File: src/rtl/issue_stage.sv
// ============================================================================
// Module   : issue_stage
// Brief    : 2-entry fetch buffer, 16x16 regfile and scoreboard-based in-order
//            issue to the ALU; optional writeback bypass via ISSUE_BYPASS_EN.
// Revision : 1.0
// ============================================================================
`default_nettype none

module issue_stage (
  input  logic        clk,
  input  logic        rst_n,
  input  logic        f_valid,
  output logic        f_ready,
  input  logic [15:0] f_instr,
  input  logic [15:0] f_pc,
  input  logic        wb_en,
  input  logic [3:0]  wb_addr,
  input  logic [15:0] wb_data,
  input  logic        br_taken,
  output logic [15:0] iss_instr,
  output logic [15:0] iss_pc,
  output logic [15:0] iss_rs1_data,
  output logic [15:0] iss_rs2_data,
  output logic        iss_valid
);

  logic [15:0] fifo_instr_q [2];
  logic [15:0] fifo_pc_q    [2];
  logic        rd_ptr_q, wr_ptr_q, rd_ptr_d, wr_ptr_d;
  logic [1:0]  count_q, count_d;
  logic [15:0] rf_q [16];
  logic [15:0] sb_q, sb_d;
  logic [1:0]  mul_cnt_q, mul_cnt_d;
  logic [15:0] iss_instr_q, iss_pc_q, iss_rs1_q, iss_rs2_q;
  logic        iss_valid_q;

  logic [15:0] head_instr, head_pc;
  logic [3:0]  op, rd, rs1, rs2, dest;
  logic        writes, uses_rs2, hazard, can_issue, push;
  logic [15:0] wb_mask, set_mask, sb_view, rs1_val, rs2_val;

  assign head_instr = fifo_instr_q[rd_ptr_q];
  assign head_pc    = fifo_pc_q[rd_ptr_q];
  assign op         = head_instr[15:12];
  assign rd         = head_instr[11:8];
  assign rs2        = head_instr[7:4];
  assign rs1        = head_instr[3:0];
  assign writes     = (op != 4'hD);
  assign dest       = (op == 4'hE) ? 4'hF : rd;
  assign uses_rs2   = (op <= 4'h5) || (op == 4'hD);
  assign wb_mask    = wb_en ? (16'h0001 << wb_addr) : 16'h0000;

`ifdef ISSUE_BYPASS_EN
  assign sb_view = sb_q & ~wb_mask;
`else
  assign sb_view = sb_q;
`endif

  function automatic logic [15:0] read_reg(input logic [3:0] a);
    logic [15:0] v;
    v = (a == 4'h0) ? 16'h0000 : rf_q[a];
`ifdef ISSUE_BYPASS_EN
    if (wb_en && (wb_addr == a) && (a != 4'h0)) v = wb_data;
`endif
    return v;
  endfunction

  assign rs1_val = read_reg(rs1);
  assign rs2_val = read_reg(rs2);

  assign hazard    = sb_view[rs1] | (uses_rs2 & sb_view[rs2]) | (writes & sb_view[dest]);
  assign can_issue = (count_q != 2'd0) && !hazard && (mul_cnt_q == 2'd0) && !br_taken;
  assign f_ready   = rst_n && (count_q != 2'd2);
  assign push      = f_valid && f_ready && !br_taken;
  assign set_mask  = (can_issue && writes && (dest != 4'h0)) ? (16'h0001 << dest) : 16'h0000;

  always_comb begin
    rd_ptr_d  = rd_ptr_q;
    wr_ptr_d  = wr_ptr_q;
    count_d   = count_q;
    mul_cnt_d = mul_cnt_q;
    // Issue-set is OR'ed after the clear so a same-register collision stays busy.
    sb_d      = (sb_q & ~wb_mask) | set_mask;
    if (br_taken) begin
      rd_ptr_d  = 1'b0;
      wr_ptr_d  = 1'b0;
      count_d   = 2'd0;
      mul_cnt_d = 2'd0;
    end else begin
      if (push)      wr_ptr_d = ~wr_ptr_q;
      if (can_issue) rd_ptr_d = ~rd_ptr_q;
      count_d = count_q + {1'b0, push} - {1'b0, can_issue};
      if (can_issue && (op == 4'h5)) mul_cnt_d = 2'd2;
      else if (mul_cnt_q != 2'd0)    mul_cnt_d = mul_cnt_q - 2'd1;
    end
  end

  always_ff @(posedge clk or negedge rst_n) begin
    if (!rst_n) begin
      for (int i = 0; i < 2; i++) begin
        fifo_instr_q[i] <= '0;
        fifo_pc_q[i]    <= '0;
      end
      for (int i = 0; i < 16; i++) rf_q[i] <= '0;
      rd_ptr_q    <= 1'b0;
      wr_ptr_q    <= 1'b0;
      count_q     <= 2'd0;
      sb_q        <= '0;
      mul_cnt_q   <= 2'd0;
      iss_instr_q <= '0;
      iss_pc_q    <= '0;
      iss_rs1_q   <= '0;
      iss_rs2_q   <= '0;
      iss_valid_q <= 1'b0;
    end else begin
      if (push) begin
        fifo_instr_q[wr_ptr_q] <= f_instr;
        fifo_pc_q[wr_ptr_q]    <= f_pc;
      end
      if (wb_en && (wb_addr != 4'h0)) rf_q[wb_addr] <= wb_data;
      rd_ptr_q    <= rd_ptr_d;
      wr_ptr_q    <= wr_ptr_d;
      count_q     <= count_d;
      sb_q        <= sb_d;
      mul_cnt_q   <= mul_cnt_d;
      iss_instr_q <= can_issue ? head_instr : 16'h0000;
      iss_pc_q    <= can_issue ? head_pc    : 16'h0000;
      iss_rs1_q   <= can_issue ? rs1_val    : 16'h0000;
      iss_rs2_q   <= can_issue ? rs2_val    : 16'h0000;
      iss_valid_q <= can_issue;
    end
  end

  assign iss_instr    = iss_instr_q;
  assign iss_pc       = iss_pc_q;
  assign iss_rs1_data = iss_rs1_q;
  assign iss_rs2_data = iss_rs2_q;
  assign iss_valid    = iss_valid_q;

endmodule

`default_nettype wire

File: config.mk
export PLATFORM = sky130hd
export DESIGN_NAME = issue_stage
export DESIGN_NICKNAME = d
export VERILOG_FILES = /design/src/rtl/issue_stage.sv
export SDC_FILE = /design/constraint.sdc
export NUM_CORES = 1
export LEC_CHECK = 0
export ABC_AREA = 1
export CAP_MARGIN = 15
export CORE_ASPECT_RATIO = 1.4
export CORE_MARGIN = 4
export CORE_UTILIZATION = 55
export DETAILED_ROUTE_END_ITERATION = 10
export PLACE_DENSITY_LB_ADDON = 0.1
export SYNTH_ARGS = -nofsm -noshare
export SYNTH_HDL_FRONTEND = slang
export SYNTH_SLANG_ARGS = --single-unit
File: constraint.sdc
create_clock -name clk -period 8.7 [get_ports clk]
set_clock_uncertainty 0.15 [all_clocks]
set_input_delay 1.74 -clock clk [delete_from_list [all_inputs] [get_ports clk]]
set_output_delay 1.74 -clock clk [all_outputs]
set_load 0.005 [all_outputs]
# Yosys cells after proc, flatten, opt, wreduce, memory -nomap -nowiden
# Index checks and enable logic that the tools add are counted.
# W data, S select, Z words.
dict set report word_totals {
  regBits 407
  latch_bits 0
  ram_bits 0
  rom_bits 0
  inputBits 57
  output_inout_bits 66
  memories 0
}
dict set report classes {
  addsub 3
  n_mul 0
  div 0
  n_lt_le_gt_ge 11
  n_eq_ne 5
  shifts 2
  n_mux 42
  n_bitwise 14
  n_reduce_logical 25
}
# operator count
set ops {}
lappend ops {{$mux W16} 20}
lappend ops {{$bwmux W256} 1}
lappend ops {{$bmux W16 S4} 2}
lappend ops {{$bwmux W32} 2}
lappend ops {{$demux W16 S4} 1}
lappend ops {{$shl A1 B4 Y16 const A} 2}
lappend ops {{$and A16 B16 Y16} 1}
lappend ops {{$demux W16 S1} 1}
lappend ops {{$not A16 Y16} 1}
lappend ops {{$or A16 B16 Y16} 1}
lappend ops {{$ge A5 B5 Y1 const B} 3}
lappend ops {{$lt A4 B5 Y1 const B} 3}
lappend ops {{$not A4 Y5} 3}
lappend ops {{$bmux W1 S4} 3}
lappend ops {{$logic_and A1 B1 Y1} 12}
lappend ops {{$eq A4 B4 Y1 const B} 2}
lappend ops {{$logic_not A4 Y1} 2}
lappend ops {{$mux W2} 4}
lappend ops {{$reduce_bool A2 Y1} 4}
lappend ops {{$reduce_bool A4 Y1} 2}
lappend ops {{$mux W1} 7}
lappend ops {{$lt A5 B1 Y1 const B} 1}
lappend ops {{$eq A4 B3 Y1 const B} 1}
lappend ops {{$ge A2 B2 Y1 const B} 2}
lappend ops {{other kinds (16)} 21}

# Depth between registers and ports, before layout
# Gate-level depths: netlist of the first run.
dict set report depth {
  word_depth 18
  ltp_mapped 23
}

# Least setup slack after synthesis of the first run
# No wires, ideal clock.
dict set report synth_timing {
  path_kind {input to output}
  start {input rst_n}
  end {output f_ready}
  arrival_ns 2.083
  path_slack_ns 4.727
  stages 1
  cell_sequence {a21boi_0}
}
dict set report synth_via {
  elab_chain_len 1
}
# item line
set synth_lines {}
lappend synth_lines {{start, declared} 11} ;# input logic rst_n,
lappend synth_lines {{$logic_and A1 B1 Y1} 73} ;# assign f_ready = rst_n && (count_q != 2'd2);
lappend synth_lines {{end, declared} 13} ;# output logic f_ready,
# No other way between the ends.

# Worst setup path in the final report of the first run
# Ends and elaborated chain as after synthesis.

==> flow_summary.ini, run 1 <==
[clock_network]
worstSkewPairLatency_ns = 0.55
root_buffer = clkbuf_16
clkTransAtPathRegs_ns = 0.06
cts_buffer_depth = 3
cts_hold_buf = 0
cts_tree = done
cts_inserted_buffers = 39
ctsHtreeMaxLevel = 2
cts.sinks = 391
cts_resized = 0
postCtsSetupBuffers = 0

[yosys]
synthArstFlopShare_pct = 100
muxShareOfSynthArea_pct = 0.124
synth_edf_count = 0
yosysMostFrequentCell = nand2_1
synth_nets = 2504
synth.avg_cell_area_um2 = 7.86
synth_cell_types = 46
seq_area_frac_synth_pct = 50.9
synthesis.area_um2 = 19200
yosysTopAreaCellShare_pct = 50.9
yosys-top-cells-count = nand2_1 (654), o21ai_0 (418), dfrtp_1 (391)
ys_warn_count = 0
synth_seq_cells = 391
yosys.area_share.simple_pct = 22.3
synth_compound_area_share_pct = 18.6
yosys-top-cells-area = dfrtp_1 (51%), nand2_1 (13%), o21ai_0 (11%)
synth_top_family_by_area = simple AND/OR/NAND/NOR gates
syn_inst = 2444
synth_top_area_cell = dfrtp_1
synth_xor_area_share_pct = 0.0912
synthAdderAreaFrac_pct = 0.195
ys.flop_type = dfrtp_1

[timing]
fin_crit_ns = 5.16
timing.hold.ws_ns = 0.333
hold_viol = 0
setup_tns_ns = 0
finalCritPeriodShare_pct = 59.3
tightest_slew_ns = 1.09
max-slew-margin-rel_pct = 27.0
rsz0062_at_grt = no
finalMaxSlewViolations = 0
fin_ws_ns = 3.54
max_freq_mhz = 194
setup_viol = 0

[global_routing]
grt_antenna_before_repair = 1
grt_pass1_vias = 17300
track_usage_pct = 31.6
grt_pass1_wl_mm = 95.8
grt_max_degree = 101
grt-ovfl-total = 0

[floorplan]
io_pins = 123
die_h_um = 229
row_count = 80
coreArea_um2 = 34300
initial_utilization_pct = 55.9
die_w_um = 166
dieArea_um2 = 38000

[worst_setup_path]
rr_worst_depth = 13
critical_path.max_fanout = 67
worstPathRequired_ns = 6.81
setup.worst_path.end_class = output pin
rrSetupSlack_ns = 4.16
crit_chain = buf_8 > a21boi_0 > clkdlybuf4s50_1
crit_arrival_ns = 3.27
critPathKind = in -> out
worst_path_max_delay_cell = clkdlybuf4s50_1
slowest_delay_ns = 0.61
crit_path_start_kind = primary input

[routing]
via_count = 17600
finalWirelength_mm = 60.8
firstDrtPassIters = 6
routedWlPerCell_um = 20.6
first_iter_violations = 2145
ant_nets = 0
drcViolationCount = 0
viasPerCell = 5.98

[finish]
finalNetCount = 2532
design_area_um2 = 21800
layoutNonFillerInstCount = 2949
synthToLayoutAreaGrowth_pct = 13.4
drive_above_1_share_pct = 5.25

[placed_design]
dp.cells = 2881
dp_slack_ns = 3.55
io_buffers = 122
dpl.hpwl_mm = 35.0
place.gp.congestion = 0.902
place_area_um2 = 20500

[power_and_ir_drop]
vdd_drop_max_v = 0.000189
combPwrFrac_pct = 32.2
p_sw_mw = 2.23
swShare_pct = 37.8
p_per_area_nw_per_um2 = 271
seq_power_share_pct = 40.2
clkPwrFrac_pct = 27.6
p_leak_nw = 9.95
p_int_mw = 3.67

[hold_path]
holdPathStages = 2
hold_path.class = reg -> reg

[job]
cap_violations = 0

[outcome]
status = finished clean
==> critical path: cells and delay by family <==
kind	cells	cell delay, ns
buffers and inverters	2	0.98
AOI/OAI and AO/OA	1	0.45
==> cells in the final DEF (no fill, tap or decap), types with 14 or more instances in the layout <==
| cell | Yosys | final |
|---|---|---|
| nor2_1 | 126 | 122 |
| o211ai_1 | 71 | 71 |
| clkbuf_16 | 0 | 39 |
| inv_1 | 188 | 187 |
| nand3_1 | 218 | 217 |
| o21bai_1 | 14 | 14 |
| buf_4 | 0 | 33 |
| nand2_1 | 654 | 653 |
| a21oi_1 | 96 | 96 |
| o21ai_0 | 418 | 418 |
| o221ai_1 | 18 | 18 |
| clkdlybuf4s50_1 | 0 | 121 |
| dfrtp_1 | 391 | 391 |
==> kinds of logic after synthesis <==
family | count (synthesis)
and+or+nand+nor | 1032
DFF | 391
muxes | 2
buffers and inverters | 368
AOI/OAI and AO/OA | 646
xor gates and xnor gates | 2
adders and majority gates | 3
==> metal layers <==
layer / up-vias / GRT usage (%) / part of all wire, % / routed length [um]
met2: 920 / 51.3 / 46 / 27900
met3: 215 / 5.83 / 9.3 / 5660
met5: - / 0 / 0 / 0
li1: 8131 / - / - / -
met1: 8377 / 39.8 / 38 / 23100
met4: 0 / 18.2 / 6.7 / 4080
==> cell type report <==
type | count | area [um^2]
fillers | 3026 | 12600
flip-flops and latches | 391 | 9780
multi-input cells | 1685 | 7970
repair buffers | 156 | 1500
clock buffers | 58 | 1160
inverters | 199 | 754
well taps | 451 | 564
clock inverters | 8 | 43.8
diodes | 1 | 2.50
==> metrics by stage <==
step	utilization (%)	power, mW
6_report	63.4	5.90
5_1_grt	63.4	6.24
4_1_cts	63.3	5.89
3_5_place_dp	59.8	4.26
3_3_place_gp	59.8	4.20
2_1_floorplan	-	3.64
==> path summary, 6_finish.rpt <==
kind	to	startpoint
hold / removal	fifo_instr_q[23]	fifo_instr_q[23]
max in group asynchronous	iss_pc[10]	rst_n
min in group asynchronous	rf_q[87]	rst_n
setup / recovery	f_ready	rst_n
hold reg to reg	fifo_instr_q[23]	fifo_instr_q[23]
setup reg to reg	iss_rs1_data[0]	rd_ptr_q
==> power by group through the flow <==
stage,logic (mW),clock network (mW),registers [mW]
after floorplan,1.29,0,2.35
after global placement,1.82,0,2.38
after detailed placement,1.86,0,2.40
after CTS,1.87,1.65,2.37
after global routing,2.10,1.72,2.42
final,1.90,1.63,2.38
==> sequential cells by signal, indices dropped and copies added (netlist names) <==
register / count
rd_ptr_q: 1
iss_rs2_data: 16
iss_instr: 16
sb_q: 16
rf_q: 240
fifo_instr_q: 32
iss_valid: 1
count_q: 2
wr_ptr_q: 1
fifo_pc_q: 32
iss_pc: 16
iss_rs1_data: 16
mul_cnt_q: 2
Note: power is estimated with default switching activity, not from simulation.
==> run 2, diff against run 1 <==
clock period = 5.41 ns   (was 8.7 ns; I/O delays follow)
==> flow_summary.ini, run 2 (synthesis results as in run 1) <==
[finish]
layoutNonFillerInstCount = 2964
drive_above_1_share_pct = 5.61
regMostFlops = rf_q
top_regs = rf_q x240, fifo_instr_q x32, fifo_pc_q x32
synthToLayoutAreaGrowth_pct = 14.4
final_common_cell = nand2_1
finalNetCount = 2542
largest_reg_flops = 240
nFillCells = 2980
final_cell_mix = nand2_1 (653), o21ai_0 (418), dfrtp_1 (391)

[worst_setup_path]
slowest_delay_ns = 0.68
critPathKind = reg -> reg
crit_arrival_ns = 4.09
setup.worst_path.end_class = register
crit_path_start_kind = register
crit_chain = buf_4 > o21ai_2 > buf_4 > inv_1 > buf_4 > nand3_1 > and3_1 > nor2_1 > nor2_4 > nand3_2 > buf_4 > o21ai_0
worstPathRequired_ns = 5.66
critical_path.max_fanout = 65
worst_path_max_delay_cell = buf_4
cpLargestDelayFamily = buffers and inverters
cp_common_cell = buf_4
crit_buf_inv = 5

[global_routing]
grt_max_degree = 169
grt-ovfl-total = 0
grt_antenna_before_repair = 2
grt_pass1_vias = 17500
grt_pass1_wl_mm = 97.8
track_usage_pct = 32.2

[clock_network]
cts.sinks = 391
ctsHtreeMaxLevel = 2
worstSkewPairLatency_ns = 0.56
postCtsSetupBuffers = 0
cts_inserted_buffers = 41
cts_hold_buf = 0
clkTransAtPathRegs_ns = 0.07
cts_resized = 0
cts_buffer_depth = 3
root_buffer = clkbuf_16
cts_tree = done

[timing]
hold_viol = 0
tightest_slew_ns = 1.14
finalCritPeriodShare_pct = 70.9
rsz0062_at_grt = no
fin_ws_ns = 1.58
setup_tns_ns = 0
fin_crit_ns = 3.83
max_freq_mhz = 261
setup_viol = 0
finalMaxSlewViolations = 0
max-slew-margin-rel_pct = 23.9

[job]
cap_violations = 0

[floorplan]
row_count = 80
coreArea_um2 = 34300
die_h_um = 229
initial_utilization_pct = 55.9
io_pins = 123
die_w_um = 166
dieArea_um2 = 38000

[routing]
viasPerCell = 6.03
firstDrtPassIters = 6
first_iter_violations = 1952
ant_nets = 0
routedWlPerCell_um = 20.9
via_count = 17900
drcViolationCount = 0
finalWirelength_mm = 61.8

[power_and_ir_drop]
vdd_drop_max_v = 0.000276
p_leak_nw = 10.0
p_per_area_nw_per_um2 = 440
totalPowerFinal_mw = 9.67

[placed_design]
place.gp.congestion = 0.908
dpl.hpwl_mm = 37.1
dp.cells = 2889
dp_slack_ns = 1.67
io_buffers = 122

[hold_path]
hold_path.class = in -> async

[outcome]
status = finished clean
run 2: changes by cell type in the layout (fill, tap and decap cells not counted), sizes merged:
cell / before / now
bufinv: 0 / 1
clkinv: 9 / 7
buf: 35 / 43
clkbuf: 58 / 65
clkinvlp: 0 / 1
run 2: layer usage:
layer,global-route usage (%),wire (um),up-vias
li1,-,-,8162
met3,6.28,6130,186
met5,0,0,-
met1,41.5,23300,8537
met4,16.4,3350,0
met2,52.3,29000,983
run 2: layout make-up:
type / instances / area (um^2) / share of cell area (%)
diodes: 1 / 2.50 / 0.0114
clock buffers: 65 / 1230 / 5.58
clock inverters: 8 / 93.8 / 0.427
inverters: 199 / 754 / 3.43
multi-input cells: 1685 / 7970 / 36.3
flip-flops and latches: 391 / 9780 / 44.5
well taps: 451 / 564 / 2.57
repair buffers: 164 / 1570 / 7.17
run 2: power breakdown:
| part | internal, mW | switching [mW] |
|---|---|---|
| combinational | 0.966 | 2.09 |
| sequential | 3.48 | 0.351 |
| clock | 1.61 | 1.18 |
| total | 6.05 | 3.62 |
run 2: worst reg2reg max path, delay by kind of cell (launching register included):
family / cells / cell delay [ns]
AOI/OAI and AO/OA: 2 / 0.30
buffers and inverters: 5 / 2.17
DFF: 1 / 0.39
and+or+nand+nor: 5 / 0.66
run 2: final timing paths:
| path | end | slack (ns) | startpoint | cells past startpoint |
|---|---|---|---|---|
| max | sb_q[3] | 1.58 | rd_ptr_q | 12 |
| min | rf_q[7] | 0.22 | rst_n | 1 |
| max reg2reg | sb_q[3] | 1.58 | rd_ptr_q | 12 |
| min reg2reg | fifo_instr_q[12] | 0.33 | fifo_instr_q[12] | 2 |
| max in group asynchronous | iss_rs1_data[13] | 3.01 | rst_n | 3 |
| min in group clk | fifo_instr_q[12] | 0.33 | fifo_instr_q[12] | 2 |
run 2: per-stage QoR:
stage / area [um^2] / util, % / hold WS (ns)
global placement: 20600 / 60.1 / 0.311
CTS: 21900 / 63.9 / 0.218
global route: 22000 / 64.0 / 0.228
finish: 22000 / 64.0 / 0.216
floorplan: 19200 / - / 0.295
detailed placement: 20600 / 60.1 / 0.323
